[src/rtl/mc_control_fsm_pkg.sv]
// Shared types for the multi-cycle control unit: opcodes, datapath mux selects,
// FSM state encodings and the branch funct3 codes.
package mc_control_fsm_pkg;

  typedef enum logic [6:0] {
    OP_NONE      = 7'b0000000,
    OP_LOAD      = 7'b0000011,
    OP_IMMEDIATE = 7'b0010011,
    OP_AUIPC     = 7'b0010111,
    OP_STORE     = 7'b0100011,
    OP_R         = 7'b0110011,
    OP_LUI       = 7'b0110111,
    OP_BRANCH    = 7'b1100011,
    OP_JAL       = 7'b1101111
  } opcode;

  typedef enum logic {
    PC_SEL_ALU_RESULT  = 1'b0,
    PC_SEL_ALU_OUT_REG = 1'b1
  } pc_sel_e;

  typedef enum logic [1:0] {
    ALU_A_PC     = 2'd0,
    ALU_A_OLD_PC = 2'd1,
    ALU_A_RS1    = 2'd2,
    ALU_A_ZERO   = 2'd3
  } alu_a_sel_e;

  typedef enum logic [1:0] {
    ALU_B_RS2  = 2'd0,
    ALU_B_IMM  = 2'd1,
    ALU_B_FOUR = 2'd2
  } alu_b_sel_e;

  typedef enum logic [1:0] {
    WB_ALU_OUT_REG = 2'd0,
    WB_MDR         = 2'd1,
    WB_PC          = 2'd2
  } wb_sel_e;

  // State codes stay plain vectors so existing debug tooling can decode them.
  typedef logic [2:0] mc_state_e;
  localparam mc_state_e ST_IDLE      = 3'd0;
  localparam mc_state_e ST_FETCH     = 3'd1;
  localparam mc_state_e ST_DECODE    = 3'd2;
  localparam mc_state_e ST_EXECUTE   = 3'd3;
  localparam mc_state_e ST_MEM       = 3'd4;
  localparam mc_state_e ST_MEM_WB    = 3'd5;
  localparam mc_state_e ST_WRITEBACK = 3'd6;
  localparam mc_state_e ST_TRAP      = 3'd7;

  localparam logic [2:0] F3_BEQ = 3'b000;
  localparam logic [2:0] F3_BNE = 3'b001;
  localparam logic [2:0] F3_BLT = 3'b100;
  localparam logic [2:0] F3_BGE = 3'b101;

endpackage

[src/rtl/mc_control_fsm_if.sv]
// Control/status bundle between the control FSM (master) and the datapath (slave).
interface mc_control_fsm_if;
  import mc_control_fsm_pkg::*;

  opcode      opcode_i;
  logic [2:0] funct3_i;
  logic       is_zero_i;
  logic       is_less_i;
  logic       mem_ready_i;

  logic       mem_req_o;
  logic       mem_we_o;
  logic       iord_o;
  logic       pc_we_o;
  logic       ir_we_o;
  logic       rf_we_o;
  logic       aluout_we_o;
  logic       mdr_we_o;
  pc_sel_e    pc_sel_o;
  alu_a_sel_e alu_a_sel_o;
  alu_b_sel_e alu_b_sel_o;
  opcode      alu_opcode_o;
  wb_sel_e    wb_sel_o;

  modport master (
    input  opcode_i, funct3_i, is_zero_i, is_less_i, mem_ready_i,
    output mem_req_o, mem_we_o, iord_o, pc_we_o, ir_we_o, rf_we_o,
           aluout_we_o, mdr_we_o, pc_sel_o, alu_a_sel_o, alu_b_sel_o,
           alu_opcode_o, wb_sel_o
  );

  modport slave (
    output opcode_i, funct3_i, is_zero_i, is_less_i, mem_ready_i,
    input  mem_req_o, mem_we_o, iord_o, pc_we_o, ir_we_o, rf_we_o,
           aluout_we_o, mdr_we_o, pc_sel_o, alu_a_sel_o, alu_b_sel_o,
           alu_opcode_o, wb_sel_o
  );

endinterface

[src/rtl/mc_branch_cond.sv]
// Branch decision from funct3 and the ALU compare flags; flags unsupported funct3.
module mc_branch_cond
  import mc_control_fsm_pkg::*;
(
  input  logic [2:0] funct3,
  input  logic       is_zero,
  input  logic       is_less,
  output logic       taken,
  output logic       illegal
);

  always_comb begin
    // NOTE: every output gets a default first so no path leaves it unassigned (no latch).
    taken   = 1'b0;
    illegal = 1'b0;
    case (funct3)
      F3_BEQ:  taken = is_zero;
      F3_BNE:  taken = !is_zero;
      F3_BLT:  taken = is_less;
      F3_BGE:  taken = !is_less;
      default: illegal = 1'b1;
    endcase
  end

endmodule

[src/rtl/mc_control_fsm.sv]
// Multi-cycle control FSM: fetch/decode/execute/mem/writeback sequencing of the datapath.
// Define MC_PERF_COUNTERS_EN to build the cycle and retired-instruction counters.
module mc_control_fsm
  import mc_control_fsm_pkg::*;
#(
  parameter int DATA_WIDTH = 32
) (
  input  logic                  clk_i,
  input  logic                  rst_ni,
  mc_control_fsm_if.master      ctl,
  output logic                  trap_o,
  output logic [DATA_WIDTH-1:0] cycle_cnt_o,
  output logic [DATA_WIDTH-1:0] instret_cnt_o
);

  mc_state_e state_q;
  mc_state_e state_d;
  logic      br_taken;
  logic      br_illegal;

  mc_branch_cond u_branch_cond (
    .funct3  (ctl.funct3_i),
    .is_zero (ctl.is_zero_i),
    .is_less (ctl.is_less_i),
    .taken   (br_taken),
    .illegal (br_illegal)
  );

  always_ff @(posedge clk_i or negedge rst_ni) begin
    // NOTE: sequential state uses non-blocking assignments only.
    if (!rst_ni) state_q <= ST_IDLE;
    else         state_q <= state_d;
  end

  assign trap_o = (state_q == ST_TRAP);

  always_comb begin
    state_d          = state_q;
    ctl.mem_req_o    = 1'b0;
    ctl.mem_we_o     = 1'b0;
    ctl.iord_o       = 1'b0;
    ctl.pc_we_o      = 1'b0;
    ctl.ir_we_o      = 1'b0;
    ctl.rf_we_o      = 1'b0;
    ctl.aluout_we_o  = 1'b0;
    ctl.mdr_we_o     = 1'b0;
    ctl.pc_sel_o     = PC_SEL_ALU_RESULT;
    ctl.alu_a_sel_o  = ALU_A_PC;
    ctl.alu_b_sel_o  = ALU_B_RS2;
    ctl.alu_opcode_o = OP_NONE;
    ctl.wb_sel_o     = WB_ALU_OUT_REG;

    case (state_q)
      ST_IDLE: state_d = ST_FETCH;

      ST_FETCH: begin
        ctl.mem_req_o    = 1'b1;
        ctl.alu_a_sel_o  = ALU_A_PC;
        ctl.alu_b_sel_o  = ALU_B_FOUR;
        ctl.alu_opcode_o = OP_LOAD;
        if (ctl.mem_ready_i) begin
          ctl.ir_we_o  = 1'b1;
          ctl.pc_we_o  = 1'b1;
          ctl.pc_sel_o = PC_SEL_ALU_RESULT;
          state_d      = ST_DECODE;
        end
      end

      // Branch/jump target is precomputed here so EXECUTE can redirect the PC.
      ST_DECODE: begin
        ctl.aluout_we_o  = 1'b1;
        ctl.alu_a_sel_o  = ALU_A_OLD_PC;
        ctl.alu_b_sel_o  = ALU_B_IMM;
        ctl.alu_opcode_o = OP_LOAD;
        case (ctl.opcode_i)
          OP_R, OP_IMMEDIATE, OP_LOAD, OP_STORE,
          OP_JAL, OP_LUI, OP_AUIPC, OP_BRANCH: state_d = ST_EXECUTE;
          default:                             state_d = ST_TRAP;
        endcase
      end

      ST_EXECUTE: begin
        ctl.alu_opcode_o = ctl.opcode_i;
        case (ctl.opcode_i)
          OP_R: begin
            ctl.alu_a_sel_o = ALU_A_RS1;
            ctl.alu_b_sel_o = ALU_B_RS2;
            ctl.aluout_we_o = 1'b1;
            state_d         = ST_WRITEBACK;
          end
          OP_IMMEDIATE: begin
            ctl.alu_a_sel_o = ALU_A_RS1;
            ctl.alu_b_sel_o = ALU_B_IMM;
            ctl.aluout_we_o = 1'b1;
            state_d         = ST_WRITEBACK;
          end
          OP_LOAD, OP_STORE: begin
            ctl.alu_a_sel_o = ALU_A_RS1;
            ctl.alu_b_sel_o = ALU_B_IMM;
            ctl.aluout_we_o = 1'b1;
            state_d         = ST_MEM;
          end
          OP_LUI: begin
            ctl.alu_a_sel_o = ALU_A_ZERO;
            ctl.alu_b_sel_o = ALU_B_IMM;
            ctl.aluout_we_o = 1'b1;
            state_d         = ST_WRITEBACK;
          end
          OP_AUIPC: begin
            ctl.alu_a_sel_o = ALU_A_OLD_PC;
            ctl.alu_b_sel_o = ALU_B_IMM;
            ctl.aluout_we_o = 1'b1;
            state_d         = ST_WRITEBACK;
          end
          // The ALU runs its R-type subtract to produce the compare flags.
          OP_BRANCH: begin
            ctl.alu_a_sel_o  = ALU_A_RS1;
            ctl.alu_b_sel_o  = ALU_B_RS2;
            ctl.alu_opcode_o = OP_R;
            if (br_illegal) begin
              state_d = ST_TRAP;
            end else begin
              ctl.pc_we_o  = br_taken;
              ctl.pc_sel_o = PC_SEL_ALU_OUT_REG;
              state_d      = ST_FETCH;
            end
          end
          OP_JAL: begin
            ctl.rf_we_o  = 1'b1;
            ctl.wb_sel_o = WB_PC;
            ctl.pc_we_o  = 1'b1;
            ctl.pc_sel_o = PC_SEL_ALU_OUT_REG;
            state_d      = ST_FETCH;
          end
          default: state_d = ST_TRAP;
        endcase
      end

      ST_MEM: begin
        ctl.mem_req_o = 1'b1;
        ctl.iord_o    = 1'b1;
        ctl.mem_we_o  = (ctl.opcode_i == OP_STORE);
        if (ctl.mem_ready_i) begin
          if (ctl.opcode_i == OP_LOAD) begin
            ctl.mdr_we_o = 1'b1;
            state_d      = ST_MEM_WB;
          end else begin
            state_d = ST_FETCH;
          end
        end
      end

      ST_MEM_WB: begin
        ctl.rf_we_o  = 1'b1;
        ctl.wb_sel_o = WB_MDR;
        state_d      = ST_FETCH;
      end

      ST_WRITEBACK: begin
        ctl.rf_we_o  = 1'b1;
        ctl.wb_sel_o = WB_ALU_OUT_REG;
        state_d      = ST_FETCH;
      end

      ST_TRAP: state_d = ST_TRAP;

      default: state_d = ST_IDLE;
    endcase
  end

`ifdef MC_PERF_COUNTERS_EN
  logic [DATA_WIDTH-1:0] cycle_cnt_q;
  logic [DATA_WIDTH-1:0] instret_cnt_q;
  logic                  retire;

  // Any return to FETCH from a post-fetch state marks the end of an instruction.
  assign retire = (state_d == ST_FETCH) && (state_q != ST_FETCH) && (state_q != ST_IDLE);

  always_ff @(posedge clk_i or negedge rst_ni) begin
    if (!rst_ni) begin
      cycle_cnt_q   <= '0;
      instret_cnt_q <= '0;
    end else begin
      cycle_cnt_q <= cycle_cnt_q + DATA_WIDTH'(1);
      if (retire) instret_cnt_q <= instret_cnt_q + DATA_WIDTH'(1);
    end
  end

  assign cycle_cnt_o   = cycle_cnt_q;
  assign instret_cnt_o = instret_cnt_q;
`else
  assign cycle_cnt_o   = '0;
  assign instret_cnt_o = '0;
`endif

endmodule

[src/flat_wrapper.sv]
// flat-port wrapper written by rule: the top's interface ports become plain ports
module mc_control_fsm_flat import mc_control_fsm_pkg::*;
#(
  parameter int DATA_WIDTH = 32
)
  (clk_i, rst_ni, trap_o, cycle_cnt_o, instret_cnt_o, ctl_opcode_i, ctl_funct3_i, ctl_is_zero_i, ctl_is_less_i, ctl_mem_ready_i, ctl_mem_req_o, ctl_mem_we_o, ctl_iord_o, ctl_pc_we_o, ctl_ir_we_o, ctl_rf_we_o, ctl_aluout_we_o, ctl_mdr_we_o, ctl_pc_sel_o, ctl_alu_a_sel_o, ctl_alu_b_sel_o, ctl_alu_opcode_o, ctl_wb_sel_o);
  mc_control_fsm_if ctl_i ();
  input  logic clk_i;
  input  logic rst_ni;
  output logic trap_o;
  output logic [DATA_WIDTH-1:0] cycle_cnt_o;
  output logic [DATA_WIDTH-1:0] instret_cnt_o;
  input wire logic [$bits(ctl_i.opcode_i)-1:0] ctl_opcode_i;
  input wire logic [$bits(ctl_i.funct3_i)-1:0] ctl_funct3_i;
  input wire logic [$bits(ctl_i.is_zero_i)-1:0] ctl_is_zero_i;
  input wire logic [$bits(ctl_i.is_less_i)-1:0] ctl_is_less_i;
  input wire logic [$bits(ctl_i.mem_ready_i)-1:0] ctl_mem_ready_i;
  output wire logic [$bits(ctl_i.mem_req_o)-1:0] ctl_mem_req_o;
  output wire logic [$bits(ctl_i.mem_we_o)-1:0] ctl_mem_we_o;
  output wire logic [$bits(ctl_i.iord_o)-1:0] ctl_iord_o;
  output wire logic [$bits(ctl_i.pc_we_o)-1:0] ctl_pc_we_o;
  output wire logic [$bits(ctl_i.ir_we_o)-1:0] ctl_ir_we_o;
  output wire logic [$bits(ctl_i.rf_we_o)-1:0] ctl_rf_we_o;
  output wire logic [$bits(ctl_i.aluout_we_o)-1:0] ctl_aluout_we_o;
  output wire logic [$bits(ctl_i.mdr_we_o)-1:0] ctl_mdr_we_o;
  output wire logic [$bits(ctl_i.pc_sel_o)-1:0] ctl_pc_sel_o;
  output wire logic [$bits(ctl_i.alu_a_sel_o)-1:0] ctl_alu_a_sel_o;
  output wire logic [$bits(ctl_i.alu_b_sel_o)-1:0] ctl_alu_b_sel_o;
  output wire logic [$bits(ctl_i.alu_opcode_o)-1:0] ctl_alu_opcode_o;
  output wire logic [$bits(ctl_i.wb_sel_o)-1:0] ctl_wb_sel_o;
  assign ctl_i.opcode_i = ctl_opcode_i;
  assign ctl_i.funct3_i = ctl_funct3_i;
  assign ctl_i.is_zero_i = ctl_is_zero_i;
  assign ctl_i.is_less_i = ctl_is_less_i;
  assign ctl_i.mem_ready_i = ctl_mem_ready_i;
  assign ctl_mem_req_o = ctl_i.mem_req_o;
  assign ctl_mem_we_o = ctl_i.mem_we_o;
  assign ctl_iord_o = ctl_i.iord_o;
  assign ctl_pc_we_o = ctl_i.pc_we_o;
  assign ctl_ir_we_o = ctl_i.ir_we_o;
  assign ctl_rf_we_o = ctl_i.rf_we_o;
  assign ctl_aluout_we_o = ctl_i.aluout_we_o;
  assign ctl_mdr_we_o = ctl_i.mdr_we_o;
  assign ctl_pc_sel_o = ctl_i.pc_sel_o;
  assign ctl_alu_a_sel_o = ctl_i.alu_a_sel_o;
  assign ctl_alu_b_sel_o = ctl_i.alu_b_sel_o;
  assign ctl_alu_opcode_o = ctl_i.alu_opcode_o;
  assign ctl_wb_sel_o = ctl_i.wb_sel_o;
  mc_control_fsm #(.DATA_WIDTH(DATA_WIDTH)) u_core (.clk_i(clk_i), .rst_ni(rst_ni), .ctl(ctl_i), .trap_o(trap_o), .cycle_cnt_o(cycle_cnt_o), .instret_cnt_o(instret_cnt_o));
endmodule
[config.mk]
export PLATFORM = sky130hd
export DESIGN_NAME = mc_control_fsm_flat
export DESIGN_NICKNAME = d
export VERILOG_FILES = /design/src/rtl/mc_control_fsm_pkg.sv /design/src/rtl/mc_control_fsm_if.sv /design/src/rtl/mc_branch_cond.sv /design/src/rtl/mc_control_fsm.sv /design/src/flat_wrapper.sv
export SDC_FILE = /design/constraint.sdc
export NUM_CORES = 1
export LEC_CHECK = 0
export ABC_AREA = 1
export BUFFER_PORTS_ARGS = -buffer_cell sky130_fd_sc_hd__buf_4
export CAP_MARGIN = 5
export CORE_ASPECT_RATIO = 1.4
export CORE_MARGIN = 10
export CORE_UTILIZATION = 34
export DETAILED_ROUTE_END_ITERATION = 8
export PLACE_DENSITY = 0.78
export SLEW_MARGIN = 20
export SYNTH_ARGS = -nofsm -noshare
export SYNTH_HDL_FRONTEND = slang
export SYNTH_SLANG_ARGS = --single-unit
[constraint.sdc]
create_clock -name clk_i -period 1.24 [get_ports clk_i]
set_clock_uncertainty 0.1 [all_clocks]
set_input_delay 0.124 -clock clk_i [delete_from_list [all_inputs] [get_ports clk_i]]
set_output_delay 0.124 -clock clk_i [all_outputs]
set_load 0.02 [all_outputs]
---- Word-level counts from Yosys, hierarchy flattened ----
Index checks and enable logic that the tools add are counted.
cells by class
  equal/unequal tests ..................... 20
  mux-type cells .......................... 34
  reduce and logical (&&, ||, !) cells .... 16
operator list
  kind                                                  number
  equality test 7 x 6 -> 1 bit (second input constant)  3
  equality test 3 bit (second input constant)           6
  one-hot mux 3 bit (6 select lines)                    1
  2-to-1 mux 3 bit                                      5
  equality test 7 x 5 -> 1 bit (second input constant)  2
  equality test 7 bit (second input constant)           2
  2-to-1 mux 1 bit                                      14
  one-hot mux 7 bit (2 select lines)                    1
  one-hot mux 2 bit (3 select lines)                    2
  one-hot mux 3 bit (4 select lines)                    1
  one-hot mux 1 bit (2 select lines)                    5
  OR reduction 5 bit                                    2
  one-hot mux 2 bit (2 select lines)                    2
  OR reduction 2 bit                                    4
  OR reduction 4 bit                                    2
  OR reduction 8 bit                                    1
  equality test 7 x 2 -> 1 bit (second input constant)  1
  2-to-1 mux 7 bit                                      1
  equality test 3 x 1 -> 1 bit (second input constant)  2
  equality test 3 x 2 -> 1 bit (second input constant)  2
  zero test 3 bit                                       2
  OR reduction 6 bit                                    1
  != test 2 bit (second input constant)                 2
  one-hot mux 1 bit (4 select lines)                    1
  4 further kinds                                       5
storage, ports and cells
  register bits ........................... 3
  word-level logic and storage cells ...... 71

---- Longest topological paths before layout ----
  word-level depth ........................ 5
  mapped depth ............................ 9

---- Modules after synthesis ----
From an unflattened synthesis, not the netlist that was laid out.
unflattened totals
  cells, all modules ...................... 173
  area total of the unflattened synthesis .. 1,094.8 um^2
by module, submodules not included
  module          times used  cells an instance  area an instance (um^2)  seq. area each (um^2)
  mc_control_fsm  1           163                1,047.3                  75.1
  mc_branch_cond  1           10                 47.5                     0.0

---- Worst setup path after synthesis ----
Ideal clock, no wire load.
  path kind ............................... register -> output
  from .................................... reg u_core.state_q[1]
  to ...................................... out ctl_mem_we_o
  arrival ................................. 1.497 ns
  required time ........................... 1.016 ns
  setup slack ............................. -0.481 ns
  stages on the path, launching flop included .. 4
  buffers on the path ..................... 0
  cells stage by stage .................... dfrtp_1 > nor3_2 > inv_1 > nor3_1
on the way
  word-level cells in the longest chain between the ends .. 2
ends and longest elaborated chain
  item                    line                  source
  from (decl)             mc_control_fsm.sv:16  mc_state_e state_q;
  from (signal assigned)  mc_control_fsm.sv:32  else state_q <= state_d;
  equality test 3 bit     mc_control_fsm.sv:53  case (state_q)
  2-to-1 mux 1 bit        mc_control_fsm.sv:53
  to (decl)               flat_wrapper.sv:19    output wire logic [$bits(ctl_i.mem_we_o)-1:0] ctl_mem_we_o;
No other way between the ends.

---- Worst setup path after layout ----
  from .................................... reg u_core.state_q[1]
  to ...................................... out ctl_pc_we_o
on the way
  word-level cells in the longest chain between the ends .. 2
  elaborated cells between the ends (all ways) .. 3
ends and longest elaborated chain
  item                                                                                 line                  source
  equality test 3 x 2 -> 1 bit / equality test 3 x 1 -> 1 bit (equally long branches)  mc_control_fsm.sv:53
  one-hot mux 1 bit (2 select lines) (*)                                               mc_control_fsm.sv:53
  to (decl)                                                                            flat_wrapper.sv:21    output wire logic [$bits(ctl_i.pc_we_o)-1:0] ctl_pc_we_o;
Mark *: on every way between the ends. The rest lies on a longest branch, timed or not.

==> qor.txt <==
outcome - finished, violations left
violations in the final reports - setup timing
Tightest Hold Check Type - primary input to register
final global-route overflow total - 0
Worst Hold Path EP - u_core.state_q[1]
DPL Wire Length - 3116 um
number of top-level pins - 102
design area - 1709 sq um
CTS Sinks - 3
average vias per placed instance - 3.962
area post-placement - 1448 sq um
IR Drop Worst-Case VDD - 0.0009571 V
arrival time of data at the critical path endpoint - 1.41 ns
DR vias - 1133
logic gate share of total power - 0.835
minimum setup slack in the final design - -0.3926 ns
Tot Pwr - 3.283 mW
fraction of layout cells with a size suffix above 1 - 0.4737
number of nets in the finished design - 263
reg-to-reg critical path endpoint - u_core.state_q[1]
crit path time final - 1.633 ns
number of flip-flops in the largest register - 3
TritonCTS clock tree - built
first-pass GRT wire length - 5216 um
Final ANT Viol Nets - 0
RePlAce Congestion - 0.8600
level count of the clock H-tree - 1
synthesized area per cell - 6.307 sq um
Slew Limit Fails - 0
sequential fraction of the synthesis area - 0.06920
capturing element type of the critical path - output port
setup slack after placement - -0.1978 ns
origin of the worst min-delay path - ctl_mem_ready_i
Reg power frac - 0.073
P_leak - 0.9661 nW
wire per inst - 12.70 um
number of buffers created by CTS - 3
Clock Pin Slew Worst Setup and Hold Paths - 0.04 ns
max capacitance violation total - 0
Switching Share - 0.5100
placeable core region - 3093 sq um
Seq cells post-synth - 3
number of buffers on the longest clock path - 2
largest register by flop count - u_core.state_q
overall die width - 67.74 um
antenna violations before repair - 0
maximum number of pins on one net before global-route repair - 6
post-synthesis instance area - 1085 sq um
top flop regs - u_core.state_q (3)
die height - 86.84 um
Antenna Diode Count - 0
remaining routing DRC violations - 0
cell internal power dissipation - 1.609 mW
Std-Cell Rows - 24
data required time at the worst endpoint - 1.02 ns
startpoint-to-endpoint class of the critical path - register to output port
power share of the clock group - 0.091
kind of launch point of the worst setup path - register
worst flop-to-flop path startpoint - u_core.state_q[2]
P&R area growth vs syn - 57.55%
number of cells traversed by the worst hold path - 3
worst-skew pair later-pin latency - 0.22 ns
CTS root buf - sky130_fd_sc_hd__clkbuf_8
vias in the first global route - 1170
Synth Warn # - 0
ratio of total power to cell area - 1921 nW/um^2
total count of hold-check failures in the final report - 0
Final Core Density - 0.5526
GRT Overall Usage - 0.1102
share of Yosys cell area claimed by the top area cell type - 0.4429
RSZ-0062 raised after global routing - true
worst reg2reg path depth - 7
net switching power figure - 1.674 mW
first drt pass iteration count - 4
Routed Wire Length - 3631 um
number of input and output port buffers inserted - 37
largest area contributor in the netlist - sky130_fd_sc_hd__buf_4
effective utilization at floorplan - 0.3507
DIE AREA - 5882 sq um
cells after synthesis - 172
number of failing setup endpoints in the final timing report - 26
top area cells in the synthesized netlist - sky130_fd_sc_hd__buf_4 (44%), sky130_fd_sc_hd__nand2_1 (9.0%), sky130_fd_sc_hd__dfrtp_1 (6.9%)
worst reg2reg setup slack - -0.17 ns
final cycle utilization of the critical path - 1.317
number of violations reported at the end of detailed-routing iteration 0 - 26
Max Fanout on Critical Path - 5
highest achievable clock rate - 612.5 MHz
post-synth cell types - 23
-- power groups by stage --
stage | registers (mW) | clock network, mW | logic, mW
after floorplan | 0.224 | 0 | 1.38
after global placement | 0.228 | 0 | 2.20
after CTS | 0.236 | 0.299 | 2.64
final | 0.241 | 0.299 | 2.74
after detailed placement | 0.234 | 0 | 2.23
after global routing | 0.248 | 0.312 | 2.92
-- timing repair --
| action | 4_1_cts | 5_1_grt |
|---|---|---|
| setup buffers | 5 | 2 |
| pin swaps | 9 | 1 |
| hold endpoints to repair | 3 | 0 |
| hold buffers | 1 | 0 |
| setup endpoints to repair | 26 | 26 |
| resized for setup | 35 | 8 |
-- cell families (layout without fill, tap and decap cells) --
| group | after synthesis | in the layout | synth area share |
|---|---|---|---|
| other cells | 1 | 64 | 0.003457 |
| flops | 3 | 3 | 0.06920 |
| buf+inv | 84 | 96 | 0.5167 |
| compound gates | 11 | 11 | 0.05768 |
| simple gates | 73 | 73 | 0.3529 |
-- worst max-delay path by stage --
stage	slack, ns	to	from
floorplan	-0.23	ctl_pc_we_o	u_core.state_q[2]
global placement	-0.19	ctl_pc_we_o	u_core.state_q[0]
finish	-0.39	ctl_pc_we_o	u_core.state_q[1]
detailed placement	-0.20	ctl_pc_we_o	u_core.state_q[2]
CTS	-0.38	ctl_mdr_we_o	u_core.state_q[2]
global route	-0.49	ctl_mdr_we_o	u_core.state_q[2]
-- through the flow --
stage | setup TNS, ns | hold WS, ns | cells
floorplan | -1.986 | -0.2716 | 235
global placement | -2.599 | -0.1849 | 275
detailed placement | -3.098 | -0.1810 | 275
CTS | -7.105 | 0.1146 | 284
global route | -9.025 | 0.1471 | 286
finish | -7.369 | 0.1162 | 286
-- metal layers --
layer  share of wire  vias up  GRT usage
li1                -      559          -
met4           0.015        0    0.03933
met1            0.33      507     0.1001
met2            0.55       61     0.2219
met3            0.11        6    0.02326
met5               0        -          0
-- final cells by class --
| cell class | instances | area (sq um) |
|---|---|---|
| fill | 285 | 1384 |
| multi-input combinational | 148 | 827.0 |
| timing repair buffer | 72 | 623.1 |
| inverter | 20 | 87.58 |
| sequential | 3 | 77.57 |
| tap | 39 | 48.80 |
| clock buffer | 4 | 45.04 |
-- worst max-delay path, cell delays in order, from the launching register on --
cell                      delay, ns
sky130_fd_sc_hd__dfrtp_2       0.45
sky130_fd_sc_hd__nand2_4       0.09
sky130_fd_sc_hd__nor2_8        0.14
sky130_fd_sc_hd__inv_6         0.07
sky130_fd_sc_hd__nor2_8        0.09
sky130_fd_sc_hd__inv_4         0.05
sky130_fd_sc_hd__nand2_4       0.05
sky130_fd_sc_hd__nand2_2       0.06
sky130_fd_sc_hd__o21ai_4       0.05
sky130_fd_sc_hd__buf_6         0.13
-- placed cells by master, fill, tap and decap left out, drive strengths merged, types with 2 or more instances in the layout --
cell type  instances
o21ai              5
buf               71
clkbuf             4
dfrtp              3
nand2             30
nor2              20
a21oi              4
nand3b             2
conb              64
inv               20
nor3               7
nand3             12
-- Yosys cell counts, drive strengths merged --
| cell type | count |
|---|---|
| a21oi | 4 |
| buf | 64 |
| or2 | 1 |
| inv | 20 |
| nor2 | 20 |
| nand2 | 30 |
| o21ai | 5 |
| nand3b | 2 |
| nor3 | 7 |
| nand4 | 1 |
| dfrtp | 3 |
| o31ai | 1 |
| a31oi | 1 |
| nand3 | 12 |
| conb | 1 |
Power figures use the tool's default switching activity.
